<file path="src/rtl/lio_i8080_pkg.sv">
`default_nettype none
// +----------------------------------------------------------------------------+
// | Package     : lio_i8080_pkg                                                |
// | Description : Shared types, command codes and helpers for the 8080-style   |
// |               display bus master.                                          |
// | Revision    : 1.0 - initial release                                        |
// +----------------------------------------------------------------------------+
package lio_i8080_pkg;

  // Byte lane width carried by the request record.
  localparam int I8080_DW = 8;

  // Common display-controller command codes (not interpreted by the master).
  localparam logic [7:0] I8080_CMD_MEM_WRITE = 8'h1C;
  localparam logic [7:0] I8080_CMD_MEM_READ  = 8'h1D;

  typedef enum logic [1:0] {
    IDLE      = 2'd0,
    SETUP     = 2'd1,
    STROBE_LO = 2'd2,
    STROBE_HI = 2'd3
  } i8080_state_t;

  typedef struct packed {
    logic                dc;     // 0 = command, 1 = data
    logic                rd;     // 0 = write,   1 = read
    logic [I8080_DW-1:0] wdata;
  } i8080_req_t;

  // A phase length must fit the counter and last at least one cycle.
  function automatic logic phase_len_ok(input int len, input int cnt_w);
    return (len >= 1) && (len <= ((1 << cnt_w) - 1));
  endfunction

endpackage
`default_nettype wire

</file>
<file path="src/rtl/lio_i8080_phase_timer.sv">
`default_nettype none
// +----------------------------------------------------------------------------+
// | Module      : lio_i8080_phase_timer                                        |
// | Description : Loadable down-counter timing one bus phase. Loading N makes  |
// |               o_last rise on the N-th cycle of the phase.                  |
// | Ports       : clk, rst       - clock, synchronous active-high reset        |
// |               i_load         - start a new phase                           |
// |               i_load_val     - phase length in cycles (>= 1)               |
// |               o_last         - current cycle is the last of the phase      |
// | Revision    : 1.0 - initial release                                        |
// +----------------------------------------------------------------------------+
module lio_i8080_phase_timer #(
  parameter int CNT_W = 4
) (
  input  logic             clk,
  input  logic             rst,
  input  logic             i_load,
  input  logic [CNT_W-1:0] i_load_val,
  output logic             o_last
);

  localparam logic [CNT_W-1:0] c_one = CNT_W'(1);

  logic [CNT_W-1:0] r_cnt;

  // The counter holds "cycles remaining after this one", so a phase of
  // length N is loaded as N-1 and is finished when the count reaches zero.
  always_ff @(posedge clk) begin
    if (rst) begin
      r_cnt <= '0;
    end else if (i_load) begin
      r_cnt <= i_load_val - c_one;
    end else if (r_cnt != '0) begin
      r_cnt <= r_cnt - c_one;
    end
  end

  assign o_last = (r_cnt == '0);

endmodule
`default_nettype wire

</file>
<file path="src/rtl/lio_i8080_bus_master.sv">
`default_nettype none
// +----------------------------------------------------------------------------+
// | Module      : lio_i8080_bus_master                                         |
// | Description : Synchronous master for an 8080-style LCD bus. Converts a     |
// |               valid/ready stream of command/data write/read requests into  |
// |               timed ce/dc/wr/rd strobes and returns read bytes on a        |
// |               one-cycle response pulse. The tri-state pad is built by the  |
// |               integrator from o_d_o / o_d_oe / i_d_i.                      |
// | Ports       : clk, rst             - clock, synchronous active-high reset  |
// |               i_req_valid/o_req_ready, i_req_dc, i_req_rd, i_req_wdata     |
// |                                    - request stream                        |
// |               o_rsp_valid, o_rsp_rdata - read response                     |
// |               o_busy               - transfer in progress                  |
// |               o_ce, o_dc, o_wr, o_rd - bus controls (ce/wr/rd active-low)  |
// |               o_d_o, o_d_oe, i_d_i - bus data drive / enable / sample      |
// | Revision    : 1.0 - initial release                                        |
// +----------------------------------------------------------------------------+
module lio_i8080_bus_master
  import lio_i8080_pkg::*;
#(
  parameter int DATA_WIDTH = 8,
  parameter int T_SU       = 1,
  parameter int T_WRL      = 2,
  parameter int T_WRH      = 2,
  parameter int T_RDL      = 4,
  parameter int T_RDH      = 2,
  parameter int CNT_W      = 4
) (
  input  logic                  clk,
  input  logic                  rst,
  input  logic                  i_req_valid,
  output logic                  o_req_ready,
  input  logic                  i_req_dc,
  input  logic                  i_req_rd,
  input  logic [DATA_WIDTH-1:0] i_req_wdata,
  output logic                  o_rsp_valid,
  output logic [DATA_WIDTH-1:0] o_rsp_rdata,
  output logic                  o_busy,
  output logic                  o_ce,
  output logic                  o_dc,
  output logic                  o_wr,
  output logic                  o_rd,
  output logic [DATA_WIDTH-1:0] o_d_o,
  output logic                  o_d_oe,
  input  logic [DATA_WIDTH-1:0] i_d_i
);

  // ---------------------------------------------------------------------------
  // Elaboration-time parameter checks
  // ---------------------------------------------------------------------------
  if (DATA_WIDTH != I8080_DW) begin : g_bad_data_width
    $error("DATA_WIDTH must match the request record byte width");
  end
  if (!phase_len_ok(T_SU, CNT_W)) begin : g_bad_t_su
    $error("T_SU out of range for CNT_W");
  end
  if (!phase_len_ok(T_WRL, CNT_W)) begin : g_bad_t_wrl
    $error("T_WRL out of range for CNT_W");
  end
  if (!phase_len_ok(T_WRH, CNT_W)) begin : g_bad_t_wrh
    $error("T_WRH out of range for CNT_W");
  end
  if (!phase_len_ok(T_RDL, CNT_W)) begin : g_bad_t_rdl
    $error("T_RDL out of range for CNT_W");
  end
  if (!phase_len_ok(T_RDH, CNT_W)) begin : g_bad_t_rdh
    $error("T_RDH out of range for CNT_W");
  end

  localparam logic [CNT_W-1:0] c_su  = CNT_W'(T_SU);
  localparam logic [CNT_W-1:0] c_wrl = CNT_W'(T_WRL);
  localparam logic [CNT_W-1:0] c_wrh = CNT_W'(T_WRH);
  localparam logic [CNT_W-1:0] c_rdl = CNT_W'(T_RDL);
  localparam logic [CNT_W-1:0] c_rdh = CNT_W'(T_RDH);

  i8080_state_t     r_state;
  i8080_state_t     w_next_state;
  i8080_req_t       r_req;
  logic             r_out_en;
  logic             r_rsp_valid;
  logic [DATA_WIDTH-1:0] r_rsp_rdata;

  logic             w_last;
  logic             w_load;
  logic [CNT_W-1:0] w_load_val;
  logic             w_req_ready;
  logic             w_accept;
  logic             w_rd_sample;

  assign w_accept = i_req_valid && w_req_ready;

  // Read data is captured on the final low cycle of rd, so the response
  // pulse lines up with the first high cycle.
  assign w_rd_sample = (r_state == STROBE_LO) && w_last && r_req.rd;

  // ---------------------------------------------------------------------------
  // Shared phase timer: reloaded on every phase transition
  // ---------------------------------------------------------------------------
  lio_i8080_phase_timer #(
    .CNT_W (CNT_W)
  ) u_phase_timer (
    .clk        (clk),
    .rst        (rst),
    .i_load     (w_load),
    .i_load_val (w_load_val),
    .o_last     (w_last)
  );

  // ---------------------------------------------------------------------------
  // FSM: state register
  // ---------------------------------------------------------------------------
  always_ff @(posedge clk) begin
    if (rst) begin
      r_state <= IDLE;
    end else begin
      r_state <= w_next_state;
    end
  end

  // ---------------------------------------------------------------------------
  // FSM: next-state and phase-timer load
  // ---------------------------------------------------------------------------
  always_comb begin
    w_next_state = r_state;
    w_load       = 1'b0;
    w_load_val   = c_su;
    case (r_state)
      IDLE: begin
        if (w_accept) begin
          w_next_state = SETUP;
          w_load       = 1'b1;
          w_load_val   = c_su;
        end
      end
      SETUP: begin
        if (w_last) begin
          w_next_state = STROBE_LO;
          w_load       = 1'b1;
          w_load_val   = r_req.rd ? c_rdl : c_wrl;
        end
      end
      STROBE_LO: begin
        if (w_last) begin
          w_next_state = STROBE_HI;
          w_load       = 1'b1;
          w_load_val   = r_req.rd ? c_rdh : c_wrh;
        end
      end
      STROBE_HI: begin
        if (w_last) begin
          // A request taken here chains straight into SETUP so ce stays low
          // across the burst.
          if (w_accept) begin
            w_next_state = SETUP;
            w_load       = 1'b1;
            w_load_val   = c_su;
          end else begin
            w_next_state = IDLE;
          end
        end
      end
      default: begin
        w_next_state = IDLE;
      end
    endcase
  end

  // ---------------------------------------------------------------------------
  // FSM: outputs
  // ---------------------------------------------------------------------------
  always_comb begin
    o_busy      = (r_state != IDLE);
    o_ce        = (r_state == IDLE);
    o_dc        = r_req.dc;
    o_d_o       = r_req.wdata;
    // Writes drive the bus from SETUP through the last high cycle (hold);
    // reads never drive, which also covers the rd-high turnaround.
    o_d_oe      = (r_state != IDLE) && !r_req.rd;
    o_wr        = !((r_state == STROBE_LO) && !r_req.rd);
    o_rd        = !((r_state == STROBE_LO) &&  r_req.rd);
    w_req_ready = r_out_en &&
                  ((r_state == IDLE) || ((r_state == STROBE_HI) && w_last));
  end

  assign o_req_ready = w_req_ready;
  assign o_rsp_valid = r_rsp_valid;
  assign o_rsp_rdata = r_rsp_rdata;

  // ---------------------------------------------------------------------------
  // Request latch, ready enable and read response
  // ---------------------------------------------------------------------------
  // r_out_en keeps req_ready low while reset is held and for the reset edge
  // itself, releasing it one cycle after rst is sampled low.
  always_ff @(posedge clk) begin
    if (rst) begin
      r_out_en    <= 1'b0;
      r_req.dc    <= 1'b1;
      r_req.rd    <= 1'b0;
      r_req.wdata <= '0;
      r_rsp_valid <= 1'b0;
      r_rsp_rdata <= '0;
    end else begin
      r_out_en    <= 1'b1;
      r_rsp_valid <= w_rd_sample;
      if (w_accept) begin
        r_req.dc    <= i_req_dc;
        r_req.rd    <= i_req_rd;
        r_req.wdata <= i_req_wdata;
      end
      if (w_rd_sample) begin
        r_rsp_rdata <= i_d_i;
      end
    end
  end

endmodule
`default_nettype wire

</file>
<file path="config.mk">
export PLATFORM = sky130hd
export DESIGN_NAME = lio_i8080_bus_master
export DESIGN_NICKNAME = d
export VERILOG_FILES = /design/src/rtl/lio_i8080_pkg.sv /design/src/rtl/lio_i8080_phase_timer.sv /design/src/rtl/lio_i8080_bus_master.sv
export SDC_FILE = /design/constraint.sdc
export NUM_CORES = 1
export LEC_CHECK = 0
export BUFFER_PORTS_ARGS = -buffer_cell sky130_fd_sc_hd__buf_2
export CORE_ASPECT_RATIO = 1.5
export CORE_MARGIN = 2
export CORE_UTILIZATION = 49
export CTS_CLUSTER_SIZE = 24
export DETAILED_ROUTE_END_ITERATION = 6
export GPL_ROUTABILITY_DRIVEN = 0
export PLACE_DENSITY = 0.89
export SYNTH_ARGS = -nofsm -noshare
export SYNTH_HDL_FRONTEND = slang
export SYNTH_SLANG_ARGS = --single-unit
</file>
<file path="constraint.sdc">
create_clock -name clk -period 2.6 [get_ports clk]
set_input_delay 0.26 -clock clk [delete_from_list [all_inputs] [get_ports clk]]
set_output_delay 0.26 -clock clk [all_outputs]
set_load 0.02 [all_outputs]
</file>
[After elaboration in Yosys (flattened, before gate mapping)]
Index checks and enable logic that the tools add are counted.
Cells by class
  add/subtract/negate cells: 2
  equal/unequal tests: 7
  mux-type cells: 17
  reduce and logical (&&, ||, !) cells: 20
Operators by type and width (count)
  $pmux W4 S3: 1
  $mux W2: 5
  $logic_and A1 B1 Y1: 8
  $mux W4: 2
  $pmux W2 S4: 1
  $sub A4 B1 Y4 const B: 2
  $mux W3: 2
  $ne A2 B2 Y1 const B: 3
  $mux W1: 5
  $eq A2 B2 Y1 const B: 2
  $logic_not A4 Y1: 1
  $reduce_and A4 Y1: 1
  $reduce_bool A2 Y1: 2
  $reduce_bool A4 Y1: 1
  $reduce_or A2 Y1: 2
  $logic_not A1 Y1: 3
  $pmux W1 S3: 1
  $eq A2 B1 Y1 const B: 1
  $logic_not A2 Y1: 1
  $ne A2 B1 Y1 const B: 1
  $logic_or A1 B1 Y1: 1
Word-level totals
  flip-flop bits (word level): 26
  bits of input ports: 21
  logic and storage cells: 54

[Logic depth before layout (Yosys ltp)]
  depth in word-level cells: 9
  mapped depth: 9
  depth with buffers taken out: 9

[Modules after synthesis]
From an unflattened synthesis, not the netlist that was laid out.
Unflattened totals
  cells, all modules: 140
  area total of the unflattened synthesis: 1277.5 um2
By module, submodules not included
  lio_i8080_bus_master: instances 1, cells each 118, area an instance 1054.8 um2
  lio_i8080_phase_timer: instances 1, cells each 22, area an instance 222.7 um2

[Least setup slack after synthesis]
No wires, ideal clock.
  path type: register to register
  start point: reg r_state[0]
  end point: reg u_phase_timer.r_cnt[2]
  arrival time: 1840 ps
  required time: 2470 ps
  path slack: 630 ps
  stages on the path, launching flop included: 9
  clock period less this slack: 1970 ps
  cell sequence: dfxtp_1 -> inv_1 -> ha_1 -> nand4_1 -> and2_1 -> nor3_1 -> ha_1 -> xor2_1 -> nor2_1
On the way
  elaborated cells on any way between the ends: 17
  those cells by class: 1 x add/sub; 3 x eq/ne; 5 x mux; 8 x reduce/logical
RTL lines
  start: declaration: RTL line lio_i8080_bus_master.sv:76  | i8080_state_t r_state;
  start signal: assignment: RTL line lio_i8080_bus_master.sv:116  | r_state <= w_next_state;
  $logic_not A2 Y1 (*)
  net o_ce: RTL line lio_i8080_bus_master.sv:39  | output logic o_ce,
  parallel branches: the longest is 7 deep, another holds $sub A4 B1 Y4
  end signal: assignment: RTL line lio_i8080_phase_timer.sv:32  | r_cnt <= i_load_val - c_one;
  end signal: assignment: RTL line lio_i8080_phase_timer.sv:34  | r_cnt <= r_cnt - c_one;
  end: declaration: RTL line lio_i8080_phase_timer.sv:24  | logic [CNT_W-1:0] r_cnt;
Mark *: on every way through the listed nets, which the timed path passes. The select of a mux whose other input is x is not followed.
A chain may end at the register's enable or synchronous reset.

[Worst setup path in the final report]
  start point: reg r_state[0]
  end point: reg u_phase_timer.r_cnt[2]
On the way
  word-level cells in the longest chain between the ends: 9
  elaborated cells on any way between the ends: 17
  those cells by class: 1 x add/sub; 3 x eq/ne; 5 x mux; 8 x reduce/logical
RTL lines
  parallel branches: the longest is 9 deep, another holds $sub A4 B1 Y4
Several ways; the timed one is not identified. The select of a mux whose other input is x is not followed.

==> impl_metrics.toml <==
[status]
outcome = "completed"

[logic_synthesis]
syn_inst = 143
yosysTopAreaCellShare_pct = 39.7
yosys.area.top_type = "dfxtp_1"
ys.flop_type = "dfxtp_1"
syn_nets = 171
yosysWarnings = 0
synth.distinct_cells = 35
synthMostInstantiatedCell = "dfxtp_1"
synth_seq_cells = 26
async_flop_share_pct = 0
yosys-top-cells-area = "dfxtp_1 40%, mux2i_1 6.9%, ha_1 6.7%, or3b_1 5.3%, a21oi_1 4.6%"
syn_avg_cell_area_sq_um = 9.17
synth_area_sq_um = 1310
synth_common_cells = "26 x dfxtp_1, 15 x nor2_1, 12 x a21oi_1, 12 x o21ai_0, 9 x mux2i_1"
yosysSeqAreaShare_pct = 39.7
synth_edf_count = 0

[clock_network]
numClockSinks = 26
clockBufferDepth = 2
cts_tree = "built"
ctsResizeCount = 0
cts_buffers = 3
holdBufCountCts = 0
htree_levels = 1
path_clk_slew_ns = 0.09
post_cts_buffers = 0
clk_latency_ns = 0.27
cts-root-buf = "clkbuf_8"

[power_and_ir_drop]
pwr-share-seq_pct = 32.1
p_int_uw = 969
p_comb_share_pct = 47.7
p_per_area_nw_per_um2 = 1040
sw_frac_of_total_pct = 40.5
clock_power_share_pct = 20.2
peakVddDrop_mv = 0.597
leakagePower_uw = 0.000689
p_sw_uw = 660

[worst_setup_path]
worstPathCellList = "inv_1, ha_1, nand4_1, and2_1, nor3_1, ha_1, xor2_1, nor2_1"
crit_family = "simple AND/OR/NAND/NOR gates"
worst-r2r-cell-count = 8
worst_r2r_endpoint = "u_phase_timer.r_cnt[2]"
cp_slowest_cell = "dfxtp_1"
critPathRequiredTime_ns = 2.75
startpoint_type = "flip-flop"
end_kind = "flip-flop"
worstPathMaxFanout = 8
arrival_ns = 2.24
path_common_cell = "ha_1"
r2r_start = "r_state[0]"
rrSetupSlack_ns = 0.51
max_stage_delay_ns = 0.36
path_buf_inv = 1
crit_type = "flip-flop to flip-flop"

[finish]
instances_no_fill = 214
final_nets = 206
multiInputGateArea_sq_um = 683
diodes = 0
nFillCells = 240
drive_above_1_share_pct = 30.5
fin_util_pct = 59.9
area_delta_synth_final_pct = 19.6
seqCellArea_sq_um = 520

[global_route]
grt_pass1_vias = 1029
antenna_found_initial = 0
overflow = 0
grt_max_degree = 23
track_usage_pct = 17.9
grt_pass1_wl_mm = 4.08

[floorplan]
die_w_um = 46.2
coreArea_sq_um = 2620
dieArea_sq_um = 3110
rows = 23
ios = 45
dieHeight_um = 67.4
initial_core_util_pct = 50.1

[sta]
finalSetupTns_ns = 0
worst_slack_ns = 0.506
finalCriticalPeriod_ns = 2.09
clock.fmax_mhz = 478
setup-violations-final = 0
worstMarginPinSlew_ns = 0.516
hold_viol_final = 0
fin_skew_ns = 0.00380
finalCritPeriodShare_pct = 80.5
drv_slew = 0
relSlewSlack_pct = 65.5
rsz0062_at_grt = "no"

[routing]
vias = 1121
dr.pass1.iters = 4
drc = 0
detail-route-antenna-nets = 0
wirelength_mm = 2.62
drtIter0Drc = 38
via_per_inst = 5.24
wl_per_cell_um = 12.2

[job]
cap_violations = 0

[worst_hold_path]
hp-class = "input port to flip-flop"
whs_path_depth = 3
min_to = "o_rsp_rdata[6]"
hold_start = "i_d_i[6]"

[place]
hpwlAfterDp_mm = 2.00
place_ws_ns = 0.521
dp_cells = 210
port_buffers = 44
==> power by group through the flow <==
stage	logic (uW)	registers [uW]	clock network, uW
final	777	523	330
after global routing	862	532	352
after CTS	782	522	339
after detailed placement	779	531	0
after global placement	772	527	0
after floorplan	626	524	0
==> tightest hold or removal path, delay by kind of cell <==
kind                   cells  cell delay, ns
multiplexers               1            0.05
buffers and inverters      1            0.07
AND/OR/NAND/NOR            1            0.07
==> cell families (layout without fill, tap and decap cells) <==
family          after synthesis  count (layout)  share of synthesized area (%)
simple gates                 47              47                           22.9
flops                        26              26                           39.7
xor+xnor                      1               1                          0.668
buf+inv                      20              54                           8.21
fa+ha+maj                     7               7                           6.68
mux                           9               9                           6.87
compound gates               33              33                           15.0
==> layout by cell type (no fill, tap or decap) <==
master and n:
inv_1 5, nor4_1 3, mux2i_1 9, nand2_1 3, nor4b_1 2, nor3b_1 1, nand3_1 1, a31oi_1 1
a21oi_1 12, o22a_1 1, nand2b_1 2, and2_1 1, or3b_1 8, a2bb2oi_1 1, dfxtp_1 26, xor2_1 1
ha_1 7, a221oi_1 1, nand4_1 1, nor3_1 5, a32oi_1 2, o311ai_0 1, nor2b_1 1, a21oi_2 1
o21ai_0 12, buf_4 1, buf_2 44, nor4_4 1, nor2_1 15, clkbuf_8 3, nor2_8 1, or4_1 1
bufinv_16 1, or3b_2 1, o21ai_2 1
==> final cells by class <==
class                           instances  share of cell area [%]
Timing Repair Buffer                   45                    14.5
Clock inverter                          1                    1.92
Multi-Input combinational cell         97                    43.6
Clock buffer                            3                    2.63
Sequential cell                        26                    33.2
Inverter                                5                    1.20
Tap cell                               37                    2.95
==> worst max path at each step <==
stage,start,endpoint,slack [ns],depth (start not counted)
3_3_place_gp,r_state[0],u_phase_timer.r_cnt[2],0.63,8
2_1_floorplan,r_state[0],u_phase_timer.r_cnt[2],0.63,8
5_1_grt,r_state[0],u_phase_timer.r_cnt[2],0.33,8
3_5_place_dp,r_state[0],u_phase_timer.r_cnt[2],0.52,8
4_1_cts,r_state[0],u_phase_timer.r_cnt[2],0.50,8
6_report,r_state[0],u_phase_timer.r_cnt[2],0.51,8
==> sequential cells by signal, indices dropped and copies added (netlist names) <==
name / count
r_state: 2
u_phase_timer.r_cnt: 4
o_rsp_valid: 1
r_req: 1
o_rsp_rdata: 8
o_d_o: 8
o_dc: 1
r_out_en: 1
==> stage by stage <==
step | hold slack (ns) | total power, uW | instance area [sq um]
CTS | 0.220 | 1640 | 1570
global placement | 0.458 | 1300 | 1500
floorplan | 0.343 | 1150 | 1310
detailed placement | 0.468 | 1310 | 1500
finish | 0.219 | 1630 | 1570
global route | 0.229 | 1750 | 1570
==> routing by layer <==
metal	share of wire (%)	global-route usage [%]
met1	42	17.8
met2	52	34.2
met3	4.7	3.21
met4	1.8	7.50
met5	0	0
Note: power is estimated with default switching activity, not from simulation.
